===== src/rtl/arcade_input_pkg.sv =====
// Shared constants for the arcade input mapper: scan codes, joystick bit layout,
// timer widths and the coin FSM state type.
package arcade_input_pkg;

  localparam int CNT_W = 8;

  localparam logic [7:0] SC_START1  = 8'h16;
  localparam logic [7:0] SC_START2  = 8'h1E;
  localparam logic [7:0] SC_COIN1   = 8'h2E;
  localparam logic [7:0] SC_COIN2   = 8'h36;
  localparam logic [7:0] SC_SERVICE = 8'h46;
  localparam logic [7:0] SC_PAUSE   = 8'h4D;

  localparam logic [7:0] SC_P1_UP    = 8'h75;
  localparam logic [7:0] SC_P1_DOWN  = 8'h72;
  localparam logic [7:0] SC_P1_LEFT  = 8'h6B;
  localparam logic [7:0] SC_P1_RIGHT = 8'h74;
  localparam logic [7:0] SC_P1_FIRE  = 8'h14;

  localparam logic [7:0] SC_P2_UP    = 8'h1D;
  localparam logic [7:0] SC_P2_DOWN  = 8'h1B;
  localparam logic [7:0] SC_P2_LEFT  = 8'h1C;
  localparam logic [7:0] SC_P2_RIGHT = 8'h23;
  localparam logic [7:0] SC_P2_FIRE  = 8'h2A;

  localparam int JB_RIGHT = 0;
  localparam int JB_LEFT  = 1;
  localparam int JB_DOWN  = 2;
  localparam int JB_UP    = 3;
  localparam int JB_FIRE  = 4;
  localparam int JB_START = 5;
  localparam int JB_COIN  = 6;
  localparam int JB_PAUSE = 7;

  // Bit positions inside a player's 4-bit p_dir group
  localparam int DIR_LEFT  = 0;
  localparam int DIR_RIGHT = 1;
  localparam int DIR_UP    = 2;
  localparam int DIR_DOWN  = 3;

  typedef enum logic {
    COIN_IDLE,
    COIN_STRETCH
  } coin_state_t;

  function automatic logic [3:0] joy_to_dir(input logic [7:0] joy);
    return {joy[JB_DOWN], joy[JB_UP], joy[JB_RIGHT], joy[JB_LEFT]};
  endfunction

endpackage


===== src/rtl/input_timer_ch.sv =====
// Per-player timing channel: coin pulse stretcher FSM and autofire phase generator,
// both frozen while the CPU is paused.
module input_timer_ch
  import arcade_input_pkg::*;
#(
  parameter int COIN_MS    = 100,
  parameter int AF_HALF_MS = 33
) (
  input  logic clk_sys,
  input  logic reset,
  input  logic tick,
  input  logic pause,
  input  logic coin_raw,
  input  logic fire_raw,
  input  logic autofire_en,
  output logic coin_active,
  output logic fire_active
);

  coin_state_t      coin_state_reg;
  logic [CNT_W-1:0] coin_cnt_reg;
  logic             coin_raw_reg;
  logic [CNT_W-1:0] af_cnt_reg;
  logic             af_phase_reg;

  always_ff @(posedge clk_sys) begin
    if (reset) begin
      coin_state_reg <= COIN_IDLE;
      coin_cnt_reg   <= '0;
      coin_raw_reg   <= 1'b0;
      af_cnt_reg     <= '0;
      af_phase_reg   <= 1'b1;
    end else begin
      coin_raw_reg <= coin_raw;

      // A rising edge only starts a stretch from IDLE; no retrigger while stretching
      if (coin_state_reg == COIN_IDLE) begin
        if (coin_raw && !coin_raw_reg) begin
          coin_state_reg <= COIN_STRETCH;
          coin_cnt_reg   <= CNT_W'(COIN_MS);
        end
      end else begin
        if (coin_cnt_reg == '0) begin
          coin_state_reg <= COIN_IDLE;
        end else if (tick && !pause) begin
          coin_cnt_reg <= coin_cnt_reg - 1'b1;
        end
      end

      if (!fire_raw) begin
        af_phase_reg <= 1'b1;
        af_cnt_reg   <= '0;
      end else if (tick && !pause) begin
        if (af_cnt_reg == CNT_W'(AF_HALF_MS - 1)) begin
          af_phase_reg <= ~af_phase_reg;
          af_cnt_reg   <= '0;
        end else begin
          af_cnt_reg <= af_cnt_reg + 1'b1;
        end
      end
    end
  end

  assign coin_active = (coin_state_reg == COIN_STRETCH) || coin_raw;
  assign fire_active = fire_raw && (!autofire_en || af_phase_reg);

endmodule


===== src/rtl/arcade_input_mapper.sv =====
// Maps hps_io ps2_key and joystick words onto per-player arcade controls with
// coin stretching, autofire and selectable game-side polarity.
module arcade_input_mapper
  import arcade_input_pkg::*;
#(
  parameter int NUM_PLAYERS = 2,
  parameter int CLK_MHZ     = 49,
  parameter int COIN_MS     = 100,
  parameter int AF_HALF_MS  = 33,
  parameter int ACTIVE_LOW  = 1
) (
  input  logic                      clk_sys,
  input  logic                      reset,
  input  logic [10:0]               ps2_key,
  input  logic [16*NUM_PLAYERS-1:0] joystick,
  input  logic [NUM_PLAYERS-1:0]    autofire_en,
  input  logic                      pause,
  output logic [4*NUM_PLAYERS-1:0]  p_dir,
  output logic [NUM_PLAYERS-1:0]    p_fire,
  output logic [NUM_PLAYERS-1:0]    p_start,
  output logic [NUM_PLAYERS-1:0]    p_coin,
  output logic                      service,
  output logic                      pause_btn
);

  localparam int   TICK_DIV = CLK_MHZ * 1000;
  localparam int   PRE_W    = (TICK_DIV > 1) ? $clog2(TICK_DIV) : 1;
  localparam logic INACTIVE = (ACTIVE_LOW != 0);

  logic [PRE_W-1:0] pre_cnt_reg;
  logic             tick;

  assign tick = (pre_cnt_reg == PRE_W'(TICK_DIV - 1));

  always_ff @(posedge clk_sys) begin
    if (reset || tick) begin
      pre_cnt_reg <= '0;
    end else begin
      pre_cnt_reg <= pre_cnt_reg + 1'b1;
    end
  end

  logic            strobe_reg;
  logic [1:0][3:0] key_dir_reg;
  logic [1:0]      key_fire_reg;
  logic [1:0]      key_start_reg;
  logic [1:0]      key_coin_reg;
  logic            key_service_reg;
  logic            key_pause_reg;
  logic            pressed;
  logic            unused_ext;

  assign pressed    = ps2_key[9];
  assign unused_ext = ps2_key[8];

  // Strobe copy is loaded from the live input in reset so no phantom event follows reset
  always_ff @(posedge clk_sys) begin
    strobe_reg <= ps2_key[10];
    if (reset) begin
      key_dir_reg     <= '0;
      key_fire_reg    <= '0;
      key_start_reg   <= '0;
      key_coin_reg    <= '0;
      key_service_reg <= 1'b0;
      key_pause_reg   <= 1'b0;
    end else if (ps2_key[10] != strobe_reg) begin
      case (ps2_key[7:0])
        SC_START1:   key_start_reg[0]          <= pressed;
        SC_START2:   key_start_reg[1]          <= pressed;
        SC_COIN1:    key_coin_reg[0]           <= pressed;
        SC_COIN2:    key_coin_reg[1]           <= pressed;
        SC_SERVICE:  key_service_reg           <= pressed;
        SC_PAUSE:    key_pause_reg             <= pressed;
        SC_P1_UP:    key_dir_reg[0][DIR_UP]    <= pressed;
        SC_P1_DOWN:  key_dir_reg[0][DIR_DOWN]  <= pressed;
        SC_P1_LEFT:  key_dir_reg[0][DIR_LEFT]  <= pressed;
        SC_P1_RIGHT: key_dir_reg[0][DIR_RIGHT] <= pressed;
        SC_P1_FIRE:  key_fire_reg[0]           <= pressed;
        SC_P2_UP:    key_dir_reg[1][DIR_UP]    <= pressed;
        SC_P2_DOWN:  key_dir_reg[1][DIR_DOWN]  <= pressed;
        SC_P2_LEFT:  key_dir_reg[1][DIR_LEFT]  <= pressed;
        SC_P2_RIGHT: key_dir_reg[1][DIR_RIGHT] <= pressed;
        SC_P2_FIRE:  key_fire_reg[1]           <= pressed;
        default: ;
      endcase
    end
  end

  logic [4*NUM_PLAYERS-1:0] dir_next;
  logic [NUM_PLAYERS-1:0]   fire_next;
  logic [NUM_PLAYERS-1:0]   start_next;
  logic [NUM_PLAYERS-1:0]   coin_next;
  logic [NUM_PLAYERS-1:0]   pause_raw;

  generate
    for (genvar gi = 0; gi < NUM_PLAYERS; gi++) begin : g_player
      logic [7:0] joy;
      logic [3:0] kdir;
      logic       kfire;
      logic       kstart;
      logic       kcoin;
      logic       unused_joy;

      assign joy        = joystick[16*gi +: 8];
      assign unused_joy = ^joystick[16*gi+8 +: 8];

      if (gi < 2) begin : g_kb
        assign kdir   = key_dir_reg[gi];
        assign kfire  = key_fire_reg[gi];
        assign kstart = key_start_reg[gi];
        assign kcoin  = key_coin_reg[gi];
      end else begin : g_no_kb
        assign kdir   = '0;
        assign kfire  = 1'b0;
        assign kstart = 1'b0;
        assign kcoin  = 1'b0;
      end

      assign dir_next[4*gi +: 4] = kdir | joy_to_dir(joy);
      assign start_next[gi]      = kstart | joy[JB_START];
      assign pause_raw[gi]       = joy[JB_PAUSE];

      input_timer_ch #(
        .COIN_MS    (COIN_MS),
        .AF_HALF_MS (AF_HALF_MS)
      ) u_timer (
        .clk_sys     (clk_sys),
        .reset       (reset),
        .tick        (tick),
        .pause       (pause),
        .coin_raw    (kcoin | joy[JB_COIN]),
        .fire_raw    (kfire | joy[JB_FIRE]),
        .autofire_en (autofire_en[gi]),
        .coin_active (coin_next[gi]),
        .fire_active (fire_next[gi])
      );
    end
  endgenerate

  always_ff @(posedge clk_sys) begin
    if (reset) begin
      p_dir     <= {(4*NUM_PLAYERS){INACTIVE}};
      p_fire    <= {NUM_PLAYERS{INACTIVE}};
      p_start   <= {NUM_PLAYERS{INACTIVE}};
      p_coin    <= {NUM_PLAYERS{INACTIVE}};
      service   <= INACTIVE;
      pause_btn <= 1'b0;
    end else begin
      p_dir     <= dir_next ^ {(4*NUM_PLAYERS){INACTIVE}};
      p_fire    <= fire_next ^ {NUM_PLAYERS{INACTIVE}};
      p_start   <= start_next ^ {NUM_PLAYERS{INACTIVE}};
      p_coin    <= coin_next ^ {NUM_PLAYERS{INACTIVE}};
      service   <= key_service_reg ^ INACTIVE;
      pause_btn <= key_pause_reg | (|pause_raw);
    end
  end

endmodule


===== config.mk =====
export PLATFORM = sky130hd
export DESIGN_NAME = arcade_input_mapper
export DESIGN_NICKNAME = d
export VERILOG_FILES = /design/src/rtl/arcade_input_pkg.sv /design/src/rtl/input_timer_ch.sv /design/src/rtl/arcade_input_mapper.sv
export SDC_FILE = /design/constraint.sdc
export NUM_CORES = 1
export LEC_CHECK = 0
export CELL_PAD_IN_SITES_DETAIL_PLACEMENT = 1
export CELL_PAD_IN_SITES_GLOBAL_PLACEMENT = 1
export CORE_UTILIZATION = 43
export CTS_CLUSTER_DIAMETER = 60
export CTS_CLUSTER_SIZE = 16
export DETAILED_ROUTE_END_ITERATION = 10
export PLACE_DENSITY = 0.87
export SLEW_MARGIN = 20
export SYNTH_ARGS = -nofsm -noshare
export SYNTH_HDL_FRONTEND = slang
export SYNTH_SLANG_ARGS = --single-unit
export TNS_END_PERCENT = 20

===== constraint.sdc =====
create_clock -name clk_sys -period 5.1 [get_ports clk_sys]
set_clock_uncertainty 0.15 [all_clocks]
set_input_delay 1.02 -clock clk_sys [delete_from_list [all_inputs] [get_ports clk_sys]]
set_output_delay 1.02 -clock clk_sys [all_outputs]
set_load 0.01 [all_outputs]

Yosys cells after proc, flatten, opt, wreduce, memory -nomap -nowiden
Cells that the tools add are included.
- register bits: 87
- input port bits: 48
- output and inout bits: 16
- add/sub/neg operators: 5
- equal/unequal tests: 24
- multiplexer cells: 16
- bitwise operators: 18
- reduce and logical (&&, ||, !) cells: 42
- operator list (cell ; count):
    $mux W8 ; 10
    $eq A8 B5 Y1 const B ; 6
    $eq A8 B6 Y1 const B ; 6
    $eq A8 B7 Y1 const B ; 6
    $reduce_and A2 Y1 ; 18
    $add A16 B1 Y16 const B ; 1
    $add A8 B1 Y8 const B ; 2
    $eq A16 B16 Y1 const B ; 1
    $logic_not A8 Y1 ; 2
    $sub A8 B1 Y8 const B ; 2
    $ne A2 B2 Y1 const B ; 4
    $not A8 Y8 ; 1
    $or A4 B4 Y4 ; 2
    $or A1 B1 Y1 ; 7
    $mux W1 ; 6
    $not A2 Y2 ; 3
    $reduce_and A3 Y1 ; 2
    $reduce_or A2 Y1 ; 3
    $logic_and A1 B1 Y1 ; 5
    $logic_not A1 Y1 ; 5
    $logic_or A1 B1 Y1 ; 5
    $not A1 Y1 ; 5
    $reduce_bool A2 Y1 ; 2
    $ne A1 B1 Y1 ; 1

Depth between registers and ports, before layout
- word-level depth: 5
- gate-level depth with buffers: 8

Hierarchy
Synthesis repeated with hierarchy kept, for this count alone.
- cell total of the unflattened synthesis: 425
- area total of the unflattened synthesis: 3985.1 sq um
- modules (own cells, without submodules) (module ; times used ; cells an instance ; area an instance (sq um)):
    arcade_input_mapper ; 1 ; 209 ; 2088.3
    input_timer_ch ; 2 ; 108 ; 948.4

Worst setup path after synthesis
OpenSTA, ideal clock, no wires.
- kind: input -> register
- from: in pause
- to: reg g_player[0].u_timer.coin_cnt_reg[2]
- library setup time: 0.088 ns
- arrival: 2.168 ns
- required time: 4.862 ns
- path slack: 2.694 ns
- stages on the path: 6
- path buffers: 1
- cell sequence: nand4b_1 or4_4 buf_6 nor2_8 nor3_2 nor4_2
- word-level cells in the longest chain between the ends: 4
- ends and longest elaborated chain (item ; RTL line ; source):
    start: declaration ; arcade_input_mapper.sv:17 ; input logic pause,
    $logic_not A1 Y1 ; input_timer_ch.sv:45 ; end else if (tick && !pause) begin
    $logic_and A1 B1 Y1 ; input_timer_ch.sv:45 ;
    $ne A2 B2 Y1 (no source line) ; -- ;
    $reduce_and A3 Y1 (no source line) ; -- ;
    end signal: assignment ; input_timer_ch.sv:40 ; coin_cnt_reg <= CNT_W'(COIN_MS);
    end signal: assignment ; input_timer_ch.sv:46 ; coin_cnt_reg <= coin_cnt_reg - 1'b1;
    end: declaration ; input_timer_ch.sv:21 ; logic [CNT_W-1:0] coin_cnt_reg;
Every way passes these cells.
A chain may end at the register's enable or synchronous reset.

Final worst setup path
- from: in pause
- to: reg g_player[1].u_timer.af_cnt_reg[1]
- word-level cells in the longest chain between the ends: 2
- ends and longest elaborated chain (item ; RTL line ; source):
    $logic_not A1 Y1 ; input_timer_ch.sv:53 ; end else if (tick && !pause) begin
    $logic_and A1 B1 Y1 ; input_timer_ch.sv:53 ;
    end signal: assignment ; input_timer_ch.sv:58 ; af_cnt_reg <= af_cnt_reg + 1'b1;
    end: declaration ; input_timer_ch.sv:23 ; logic [CNT_W-1:0] af_cnt_reg;
Every way passes these cells.

==> results.cfg <==
[sta]
finalHoldViolCount = 0
rsz0062_at_grt = no
setup_violations = 0
drv_slew = 0
period_minus_slack_ps = 3060
worst_pin_slew_ps = 825
setup_ws_ps = 2040
fin_crit_sh = 0.599
setup_tns_ps = 0
slew_headroom = 0.445
max_freq_mhz = 327

[flow_run]
drv_cap = 0

[floorplan]
dieHeight_um = 97.0
row_count = 34
die_w_um = 97.0
core_area_mm2 = 0.00872
die_area_mm2 = 0.00941
start_util = 0.445
ios = 64

[power_and_ir_drop]
leakagePower_nw = 1.72
vdd_drop_max_mv = 0.152
powerDensity_mw_per_mm2 = 281

[critical_path]
r2r_slack_ps = 2340
timing.rr.start = pre_cnt_reg[3]
crit_required_ps = 5180
worstSetupPathType = input pin to flip-flop
start_kind = input pin
arrival_ps = 3140
worstSetupEndpointType = flip-flop
r2r_end = g_player[1].u_timer.af_cnt_reg[1]
r2r_cells = 6
critPathMaxFanout = 18

[place]
port_buffers = 46
dp_slack_ps = 1650
post-dp-hpwl_mm = 7.13
routabilityCongestion = 0.786

[detailed_routing]
routedWlPerCell_um = 16.3
drc = 0
final_antenna_net_count = 0
vias = 3344
drtPass1Iterations = 4
drt-initial-drc-count = 135
wirelength_mm = 9.88
vias_per_cell = 5.53

[synthesis]
synth-async-reset-ratio = 0
yosysUniqueCellTypes = 50
synthFlopType = dfxtp_1
ys_seq_area_frac = 0.449
yosys_warnings = 0
synth_area_leaders = dfxtp_1, nor2_1, xor2_1, nand3_1, mux2i_1
syn_area_mm2 = 0.00388
synth_top_area_frac = 0.449
synth-edff-count = 0
postSynthAreaPerCell_um2 = 8.60
synthCells = 451
yosysTopAreaCell = dfxtp_1
syn-num-nets = 507
yosys_register_bits = 87

[global_route]
grt-ovfl-total = 0
antenna_found_initial = 0
gr-usage-all-layers = 0.218
grt_max_degree = 44
grt_pass1_vias = 3571
grt_first_pass_wirelength_mm = 16.8

[final_layout]
drive_gt1_frac = 0.0543
synthToLayoutAreaGrowth_pct = 18.6
ff_latch_area_mm2 = 0.00174
antenna_cells = 0
multiInputGateArea_mm2 = 0.00201
final_common_cell = dfxtp_1
fin_nets = 548
final_cell_mix = dfxtp_1, nor2_1, clkdlybuf4s50_1
num-fill-cells = 1041

[cts]
cts_tree = built
root_buffer = clkbuf_8
cts_buffers = 9
clk-insertion-delay-late_ps = 350
ctsResizeCount = 0
ctsHoldBuffers = 0
cts.sinks = 87
htreeDepth = 3
path_clk_slew_ps = 100
clock_path_buffers = 2
post_cts_buffers = 0

[hold_path]
hold_end = service
hp-class = flip-flop to flip-flop
hp-start = key_service_reg
whs_path_depth = 1

[status]
outcome = completed
## layer usage
layer	global-route usage	share of wire
met5	0	0
met3	0.0325	0.015
met4	0.0631	0.013
met2	0.408	0.54
met1	0.255	0.43
## metrics by stage
step | total power, W | utilization | hold WS, ps | instances | cell area [um^2]
finish | 0.00129 | 0.528 | 242 | 605 | 4600
global route | 0.00135 | 0.528 | 271 | 605 | 4600
CTS | 0.00131 | 0.528 | 244 | 605 | 4600
detailed placement | 0.000863 | 0.507 | 220 | 589 | 4420
global placement | 0.000854 | 0.507 | 217 | 589 | 4420
floorplan | 0.000800 | - | 208 | 451 | 3880
## cell usage after synthesis, types with 2 or more instances
cell type / n
dfxtp_1: 87
nor2_1: 62
nand2_1: 41
nand3_1: 35
xor2_1: 25
nor3_1: 23
a21oi_1: 18
mux2i_1: 16
clkbuf_1: 14
o21ai_0: 14
inv_1: 13
nand4_1: 13
and3_1: 9
ha_1: 8
nand2b_1: 7
nor4_1: 7
xnor2_1: 5
and4_1: 4
nand3b_1: 4
nor2b_1: 4
nand4b_1: 3
o31ai_1: 3
a21o_1: 2
a31oi_1: 2
buf_2: 2
nor4_2: 2
nor4bb_1: 2
o21ai_1: 2
or3_1: 2
or4_4: 2
## critical path, stage by stage
cell,delay [ps]
clkdlybuf4s50_1,410
nand4b_1,250
nor4_4,590
buf_4,350
nand3_1,140
nand2_1,290
a21oi_1,90
## how the worst max path moves through the flow
stage	start	to	slack (ps)	depth (start not counted)
2_1_floorplan	pause	g_player[0].u_timer.coin_cnt_reg[2]	2690	6
3_3_place_gp	pause	g_player[0].u_timer.af_cnt_reg[3]	1750	7
3_5_place_dp	pause	g_player[1].u_timer.af_cnt_reg[2]	1650	7
4_1_cts	pause	g_player[1].u_timer.af_cnt_reg[6]	2000	7
5_1_grt	pause	g_player[1].u_timer.af_cnt_reg[6]	1860	7
6_report	pause	g_player[1].u_timer.af_cnt_reg[1]	2040	7
## final cells by class
| cell class | count | share of cell area |
|---|---|---|
| clock buffer | 9 | 0.0269 |
| clock inverter | 7 | 0.0128 |
| inverter | 14 | 0.0114 |
| multi-input combinational | 332 | 0.438 |
| sequential | 87 | 0.379 |
| tap | 108 | 0.0294 |
| timing repair buffer | 48 | 0.103 |
## kinds of logic after synthesis
group	share of synthesized area
buf+inv	0.0345
simple gates	0.306
xor+xnor	0.0677
flops	0.449
fa+ha+maj	0.0258
compound gates	0.0761
mux	0.0413
## power by group
part           switching, W  internal, W  leakage [nW]
sequential        0.0000185     0.000697         0.709
combinational     0.0000713    0.0000608         0.926
clock              0.000262     0.000182        0.0860
total              0.000351     0.000940          1.72
Power figures use the tool's default switching activity.
